**src/rtl/frame_draw_sequencer.sv**
```systemverilog
// ============================================================================
// frame_draw_sequencer
//   Schedules full-screen redraws for the 160x120 frame drawer from game state.
//   Revision: 1.0
// ============================================================================
`default_nettype none

module frame_draw_sequencer #(
    parameter int TIMEOUT_CYCLES = 20000,
    parameter int TIMER_W        = 15
) (
    input  logic       iClock,
    input  logic       iResetn,
    input  logic [2:0] iState,
    input  logic       iDrawDone,
    output logic [2:0] oFrameSel,
    output logic       oStart,
    output logic       oDrawEnable,
    output logic       oFrameDone,
    output logic       oBusy,
    output logic       oTimeout
);

    typedef enum logic [1:0] {
        ST_IDLE   = 2'd0,
        ST_LAUNCH = 2'd1,
        ST_DRAW   = 2'd2,
        ST_DONE   = 2'd3
    } state_t;

    localparam logic [TIMER_W-1:0] TIMER_RELOAD = TIMER_W'(TIMEOUT_CYCLES - 1);
    localparam logic [2:0]         FRAME_NONE   = 3'd7;

    state_t             state;
    state_t             state_next;
    logic [2:0]         req_frame;
    logic [2:0]         req_frame_next;
    logic [2:0]         pend_frame;
    logic [2:0]         pend_frame_next;
    logic [2:0]         cur_frame;
    logic [2:0]         cur_frame_next;
    logic               pend;
    logic               pend_next;
    logic [TIMER_W-1:0] timer;
    logic [TIMER_W-1:0] timer_next;
    logic               timeout_flag;
    logic               timeout_next;
    logic               new_req;
    logic               in_flight;
    logic               expired;

    always_comb begin
        new_req   = (iState != FRAME_NONE) && (iState != req_frame);
        in_flight = (state == ST_LAUNCH) || (state == ST_DRAW);
        expired   = (state == ST_DRAW) && !iDrawDone && (timer == '0);
    end

    always_ff @(posedge iClock or negedge iResetn) begin
        if (!iResetn) begin
            state        <= ST_IDLE;
            req_frame    <= FRAME_NONE;
            pend         <= 1'b0;
            pend_frame   <= 3'd0;
            cur_frame    <= 3'd0;
            timer        <= '0;
            timeout_flag <= 1'b0;
        end else begin
            state        <= state_next;
            req_frame    <= req_frame_next;
            pend         <= pend_next;
            pend_frame   <= pend_frame_next;
            cur_frame    <= cur_frame_next;
            timer        <= timer_next;
            timeout_flag <= timeout_next;
        end
    end

    always_comb begin
        state_next      = state;
        req_frame_next  = req_frame;
        pend_next       = pend;
        pend_frame_next = pend_frame;
        cur_frame_next  = cur_frame;
        timer_next      = timer;
        timeout_next    = timeout_flag;

        // cur_frame is latched on entry to LAUNCH so oFrameSel is already valid with oStart.
        case (state)
            ST_IDLE: begin
                if (pend) begin
                    state_next     = ST_LAUNCH;
                    cur_frame_next = pend_frame;
                end
            end
            ST_LAUNCH: begin
                pend_next  = 1'b0;
                timer_next = TIMER_RELOAD;
                state_next = ST_DRAW;
            end
            ST_DRAW: begin
                if (iDrawDone) begin
                    state_next = ST_DONE;
                end else if (timer == '0) begin
                    state_next   = ST_IDLE;
                    timeout_next = 1'b1;
                end else begin
                    timer_next = timer - TIMER_W'(1);
                end
            end
            default: begin
                state_next = ST_IDLE;
            end
        endcase

        // A fresh request overrides LAUNCH's clear; one matching the frame in flight cancels.
        if (new_req) begin
            req_frame_next = iState;
            if (in_flight && (iState == cur_frame)) begin
                pend_next = 1'b0;
            end else begin
                pend_next       = 1'b1;
                pend_frame_next = iState;
            end
        end

        if (expired && !pend_next) begin
            pend_next       = 1'b1;
            pend_frame_next = cur_frame;
        end
    end

    always_comb begin
        oFrameSel   = cur_frame;
        oStart      = (state == ST_LAUNCH);
        oDrawEnable = (state == ST_DRAW);
        oFrameDone  = (state == ST_DONE);
        oBusy       = (state != ST_IDLE) || pend;
        oTimeout    = timeout_flag;
    end

endmodule

`default_nettype wire
```
**config.mk**
```make
export PLATFORM = sky130hd
export DESIGN_NAME = frame_draw_sequencer
export DESIGN_NICKNAME = d
export VERILOG_FILES = /design/src/rtl/frame_draw_sequencer.sv
export SDC_FILE = /design/constraint.sdc
export NUM_CORES = 1
export LEC_CHECK = 0
export BUFFER_PORTS_ARGS = -buffer_cell sky130_fd_sc_hd__buf_2
export CAP_MARGIN = 20
export CORE_ASPECT_RATIO = 0.6
export CORE_MARGIN = 3
export CORE_UTILIZATION = 40
export DETAILED_ROUTE_END_ITERATION = 8
export GPL_TIMING_DRIVEN = 0
export RECOVER_POWER = 25
export REMOVE_ABC_BUFFERS = 1
export SYNTH_ARGS = -nofsm -noshare
export SYNTH_HDL_FRONTEND = slang
export SYNTH_SLANG_ARGS = --single-unit
```
**constraint.sdc**
```tcl
create_clock -name iClock -period 2.5 [get_ports iClock]
set_input_delay 0.625 -clock iClock [delete_from_list [all_inputs] [get_ports iClock]]
set_output_delay 0.625 -clock iClock [all_outputs]
set_load 0.01 [all_outputs]
```
Word-level counts from Yosys, hierarchy flattened
Index checks and enable logic that the tools add are counted.
{ "classes": {"n_addsub": 1, "mul": 0, "div": 0, "order_cmp": 0, "eq_ne": 11, "n_shift": 0, "n_mux": 14, "n_bitwise": 1, "reduce_logical": 19} }
{ "op_table": {"columns": ["cell", "count"], "rows": [
  ["$mux 15", 2],
  ["$pmux 15 s2", 1],
  ["$logic_not 15->1", 1],
  ["$sub 15x1->15 const B", 1],
  ["$mux 3", 3],
  ["$mux 2", 3],
  ["$ne 2x2->1 const B", 3],
  ["$pmux 2 s3", 1],
  ["$reduce_and 2->1", 3],
  ["$reduce_and 3->1", 2],
  ["$reduce_bool 2->1", 3],
  ["$logic_and 1x1->1", 5],
  ["$eq 2x2->1 const B", 2],
  ["$mux 1", 4],
  ["$eq 3x3->1", 1],
  ["$ne 3x2->1 const B", 1],
  ["$ne 3x3->1", 1],
  ["$ne 3x3->1 const B", 1],
  ["$eq 2x1->1 const B", 1],
  ["$logic_not 1->1", 2],
  ["$logic_not 2->1", 1],
  ["$logic_or 1x1->1", 2],
  ["$ne 2x1->1 const B", 1],
  ["$not 1->1", 1]
]} }
{ "totals": {"regBits": 28, "latch_bits": 0, "mem_bits_rw": 0, "rom_bits": 0, "in_bits": 6, "output_inout_bits": 8, "wordCells": 53, "n_memories": 0} }

Depth between registers and ports, before layout
{ "logic_depth": {"ltp_word": 9, "depth_mapped": 8, "ltp_nobuf": 7} }

Worst setup path after synthesis
Ideal clock, no wire load.
{ "synth_timing": {"path_type": "flip-flop to flip-flop", "from": "register timer[5]", "to": "register pend_frame[0]", "setup_time_ps": 90, "arrival_ps": 1977, "t_required_ps": 2410, "path_slack_ps": 433, "path_stages_with_launch": 7, "path_buffers": 1, "synth_period_minus_slack_ps": 2067, "cell_sequence": "dfrtp_1 -> or4_4 -> or4_4 -> buf_6 -> o32ai_1 -> o21ai_0 -> o221ai_1"} }
{ "synth_between": {"elab_chain_len": 5, "elab_cells_between_ends": 7, "cone_classes": "1 x eq/ne; 1 x mux; 5 x reduce/logical"} }
{ "synth_rtl": {"columns": ["element", "line_no", "source"], "rows": [
  ["start, declared", "44", "logic [TIMER_W-1:0] timer;"],
  ["start signal, assigned", "73", "timer <= timer_next;"],
  ["$logic_not 15->1 *", "55", "expired = (state == ST_DRAW) && !iDrawDone && (timer == '0);"],
  ["$logic_and 1x1->1 *", "55", null],
  ["$logic_and 1x1->1 *", "126", "if (expired && !pend_next) begin"],
  ["$ne 2x1->1 (no source line) / $reduce_bool 2->1 (equally long branches)", null, null],
  ["$reduce_and 2->1 (no source line)", null, null],
  ["end signal, assigned", "71", "pend_frame <= pend_frame_next;"],
  ["end, declared", "38", "logic [2:0] pend_frame;"]
]} }
Every way passes the cells marked *; elsewhere a longest branch is shown, timed or not.
A chain may end at the register's enable or synchronous reset.

Worst setup path in the final report
{ "layout_timing": {"from": "register timer[10]", "to": "register timer[4]"} }
{ "layout_between": {"elab_chain_len": 3} }
{ "layout_rtl": {"columns": ["element", "line_no", "source"], "rows": [
  ["$logic_not 15->1", "103", "end else if (timer == '0) begin"],
  ["$ne 2x2->1 (no source line)", null, null],
  ["$reduce_and 3->1 (no source line)", null, null]
]} }
No other way between the ends.

==> results.cfg <==
[critical_path]
start_kind = flop
critPathBufInv = 0
cp_top_family = simple AND/OR/NAND/NOR gates
cp_data_arrival_time_ns = 2.44
rr_worst_depth = 5
worstPathRequired_ns = 2.63
crit_type = flop to flop
cp_max_fo = 11
critPathCaptureType = flop
cp-endpoint = timer[4]
crit_start = timer[10]
cpPeakStageDelay_ns = 0.57
crit_cells = 5
r2r_start = timer[10]
rrSetupSlack_ns = 0.19
timing.rr.end = timer[4]
crit_slowest_cell = or4_4
cp_cell_sequence = or4_4 > nor4_1 > a21oi_1 > a311oi_1 > a41oi_1

[power]
seq_power_share = 0.431
comb_power_share = 0.384
p_sw_frac = 0.3960
p_switching_uw = 557.8
p_per_area_mw_per_mm2 = 805.4
internal_power_uw = 851.0
clkPwrFrac = 0.185
leakage_nw = 0.7160
ir_drop_mv = 0.4111

[clock_tree]
cts_tree = built
clock_sinks = 28
htree_levels = 1
worstSkewPairLatency_ns = 0.28
cts_root_buf = clkbuf_8
holdBufCountCts = 0
clockBufferDepth = 2
path_clk_slew_ns = 0.10
cts_resized = 0
cts_buffers = 3
postCtsSetupRepairBufs = 0

[sta]
max_freq_mhz = 433.7
drv_slew = 0
min_period_ns = 2.306
finalCritPeriodShare = 0.9223
worst_pin_slew_ns = 1.497
grt_setup_unrepaired = no
whs_ns = 0.4795
timing.slew.headroom = 0.002163
finalClockSkew_ns = 0.001830
finalSetupViolCount = 0
finalSetupTns_ns = 0
hold_viol = 0

[routing]
wl_met1_mm = 1.800
drc = 0
met3_length_microns = 186
top_layer = met4
via_count = 1306
ant_nets = 0
totalWireLength_mm = 3.542
wl_met2_mm = 1.475
drtPass1Iterations = 5
wl_per_cell_microns = 15.67
vias_per_cell = 5.779
dr.first_iter.drc_count = 93

[placement]
gp_congestion = 0.9359
io_buffers = 13
place_hpwl_mm = 2.618

[floorplanning]
die_h_microns = 55.34
start_util = 0.4286
dieArea_sq_mm = 0.004882
core_area_sq_mm = 0.003786
io_pins = 14
fp.dieW_microns = 88.23
rows = 17

[grt]
antenna_found_initial = 0
grt_max_degree = 29
grt_pass1_vias = 1356
grt_remaining_overflow = 0
grt_pass1_wl_mm = 6.251
grtUsageTotal = 0.1629

[synthesis]
synth_area_sq_mm = 0.001623
synthDistinctLibCells = 42
synth_edf_count = 0
synth_cells = 170
ys_ff_latch = 28
ys.warnings.count = 0
yosysSeqAreaShare = 0.4341
synthFlopType = dfrtp_1
avgSynthCellArea_sq_um = 9.546
async_flop_share = 1.000

[cells_and_area]
areaGrowthSynthToFinish_pct = 7.787
diodes = 0
fin_nets = 191
final_layout_size_suffix_gt1_frac = 0.1397
post-route-util = 0.4620

[flow_run]
maxCapViolations = 1

[run_status]
status = finished with violations
violations = max-capacitance violations

[hold_path]
worst_hold_path_type = flop to flop
-- power groups by stage --
stage / clock network (mW) / logic, mW / registers, mW
floorplan: 0 / 0.369 / 0.610
global placement: 0 / 0.523 / 0.609
detailed placement: 0 / 0.543 / 0.613
CTS: 0.269 / 0.544 / 0.606
global route: 0.292 / 0.614 / 0.620
finish: 0.261 / 0.541 / 0.607
-- worst min path at each step --
stage | from | end | slack (ns) | depth (start not counted)
3_5_place_dp | oTimeout | oTimeout | 0.46 | 1
3_3_place_gp | oTimeout | oTimeout | 0.47 | 1
6_report | oTimeout | oTimeout | 0.48 | 1
4_1_cts | iResetn | timer[9] | 0.37 | 1
2_1_floorplan | iResetn | oFrameSel[0] | 0.33 | 0
5_1_grt | oTimeout | oTimeout | 0.53 | 1
-- state kept, by name, indices dropped and copies added (netlist names) --
signal and flops:
req_frame 3, oTimeout 1, pend 1, oFrameSel 3
pend_frame 3, state 2, timer 15
-- worst register-to-register path, stage by stage (launching register included) --
cell,delay [ns]
dfrtp_1,0.45
or4_4,0.57
nor4_1,0.36
a21oi_1,0.33
a311oi_1,0.36
a41oi_1,0.07
-- cell usage after synthesis (2+ instances only) --
| cell | n | area share |
|---|---|---|
| nand3_1 | 2 | 0.0062 |
| a21o_1 | 2 | 0.0092 |
| o21ai_0 | 8 | 0.025 |
| dfstp_2 | 3 | 0.049 |
| mux2i_1 | 4 | 0.025 |
| nor2b_1 | 2 | 0.0077 |
| xnor2_1 | 10 | 0.054 |
| nand2b_1 | 4 | 0.015 |
| dfrtp_1 | 25 | 0.39 |
| o21a_1 | 4 | 0.019 |
| a22oi_1 | 3 | 0.014 |
| o31ai_1 | 2 | 0.0092 |
| or4_4 | 3 | 0.021 |
| clkbuf_1 | 4 | 0.0092 |
| or3_1 | 2 | 0.0077 |
| o21bai_1 | 2 | 0.0092 |
| buf_2 | 3 | 0.0092 |
| inv_1 | 10 | 0.023 |
| nand3b_1 | 3 | 0.014 |
| nand2_1 | 19 | 0.044 |
| o32ai_1 | 4 | 0.022 |
| ha_1 | 5 | 0.039 |
| o221ai_1 | 3 | 0.016 |
| nor2_1 | 10 | 0.023 |
| or2_2 | 2 | 0.0077 |
| nor3_1 | 4 | 0.012 |
| nor4_1 | 3 | 0.012 |
| a31oi_1 | 2 | 0.0077 |
| a21oi_1 | 7 | 0.022 |
| a2111oi_0 | 3 | 0.016 |
-- metrics by stage --
| stage | power (mW) | std cells | setup slack (ns) | instance area (sq um) |
|---|---|---|---|---|
| 5_1_grt | 1.526 | 226 | 0.06014 | 1749 |
| 3_3_place_gp | 1.133 | 222 | 0.2272 | 1705 |
| 4_1_cts | 1.419 | 226 | 0.2090 | 1750 |
| 2_1_floorplan | 0.9783 | 162 | 0.4378 | 1582 |
| 6_report | 1.409 | 226 | 0.1942 | 1749 |
| 3_5_place_dp | 1.156 | 222 | 0.2183 | 1705 |
-- metal layers --
| metal | up-vias | GRT usage |
|---|---|---|
| met2 | 47 | 0.2417 |
| met1 | 619 | 0.2268 |
| met4 | 0 | 0.05388 |
| met5 | - | 0 |
| met3 | 10 | 0.04769 |
| li1 | 630 | - |
-- area by class of cell --
cell class,count,area [sq um]
fill,368,2037
multi-input combinational,124,840.8
sequential,28,704.4
timing repair buffer,13,62.56
tap,47,58.81
clock buffer,4,45.04
inverter,10,37.54
-- cells by family (layout without fill, tap and decap cells) --
kind of cell / Yosys count / after routing / synth area share
muxes: 4 / 4 / 0.02467
and+or+nand+nor: 60 / 60 / 0.2020
buffers and inverters: 18 / 27 / 0.04857
xor gates and xnor gates: 11 / 11 / 0.05937
DFF: 28 / 28 / 0.4341
adders and majority gates: 5 / 5 / 0.03855
AOI/OAI and AO/OA: 44 / 44 / 0.1928
-- placed cells by master (no fill, tap or decap), types with 4 or more instances in the layout --
master    count
dfrtp_1      25
nand2_1      19
buf_2        11
inv_1        10
nor2_1       10
xnor2_1      10
o21ai_0       8
a21oi_1       7
ha_1          5
nor3_1        4
o32ai_1       4
nand2b_1      4
o21a_1        4
mux2i_1       4
Note: power is estimated with default switching activity, not from simulation.
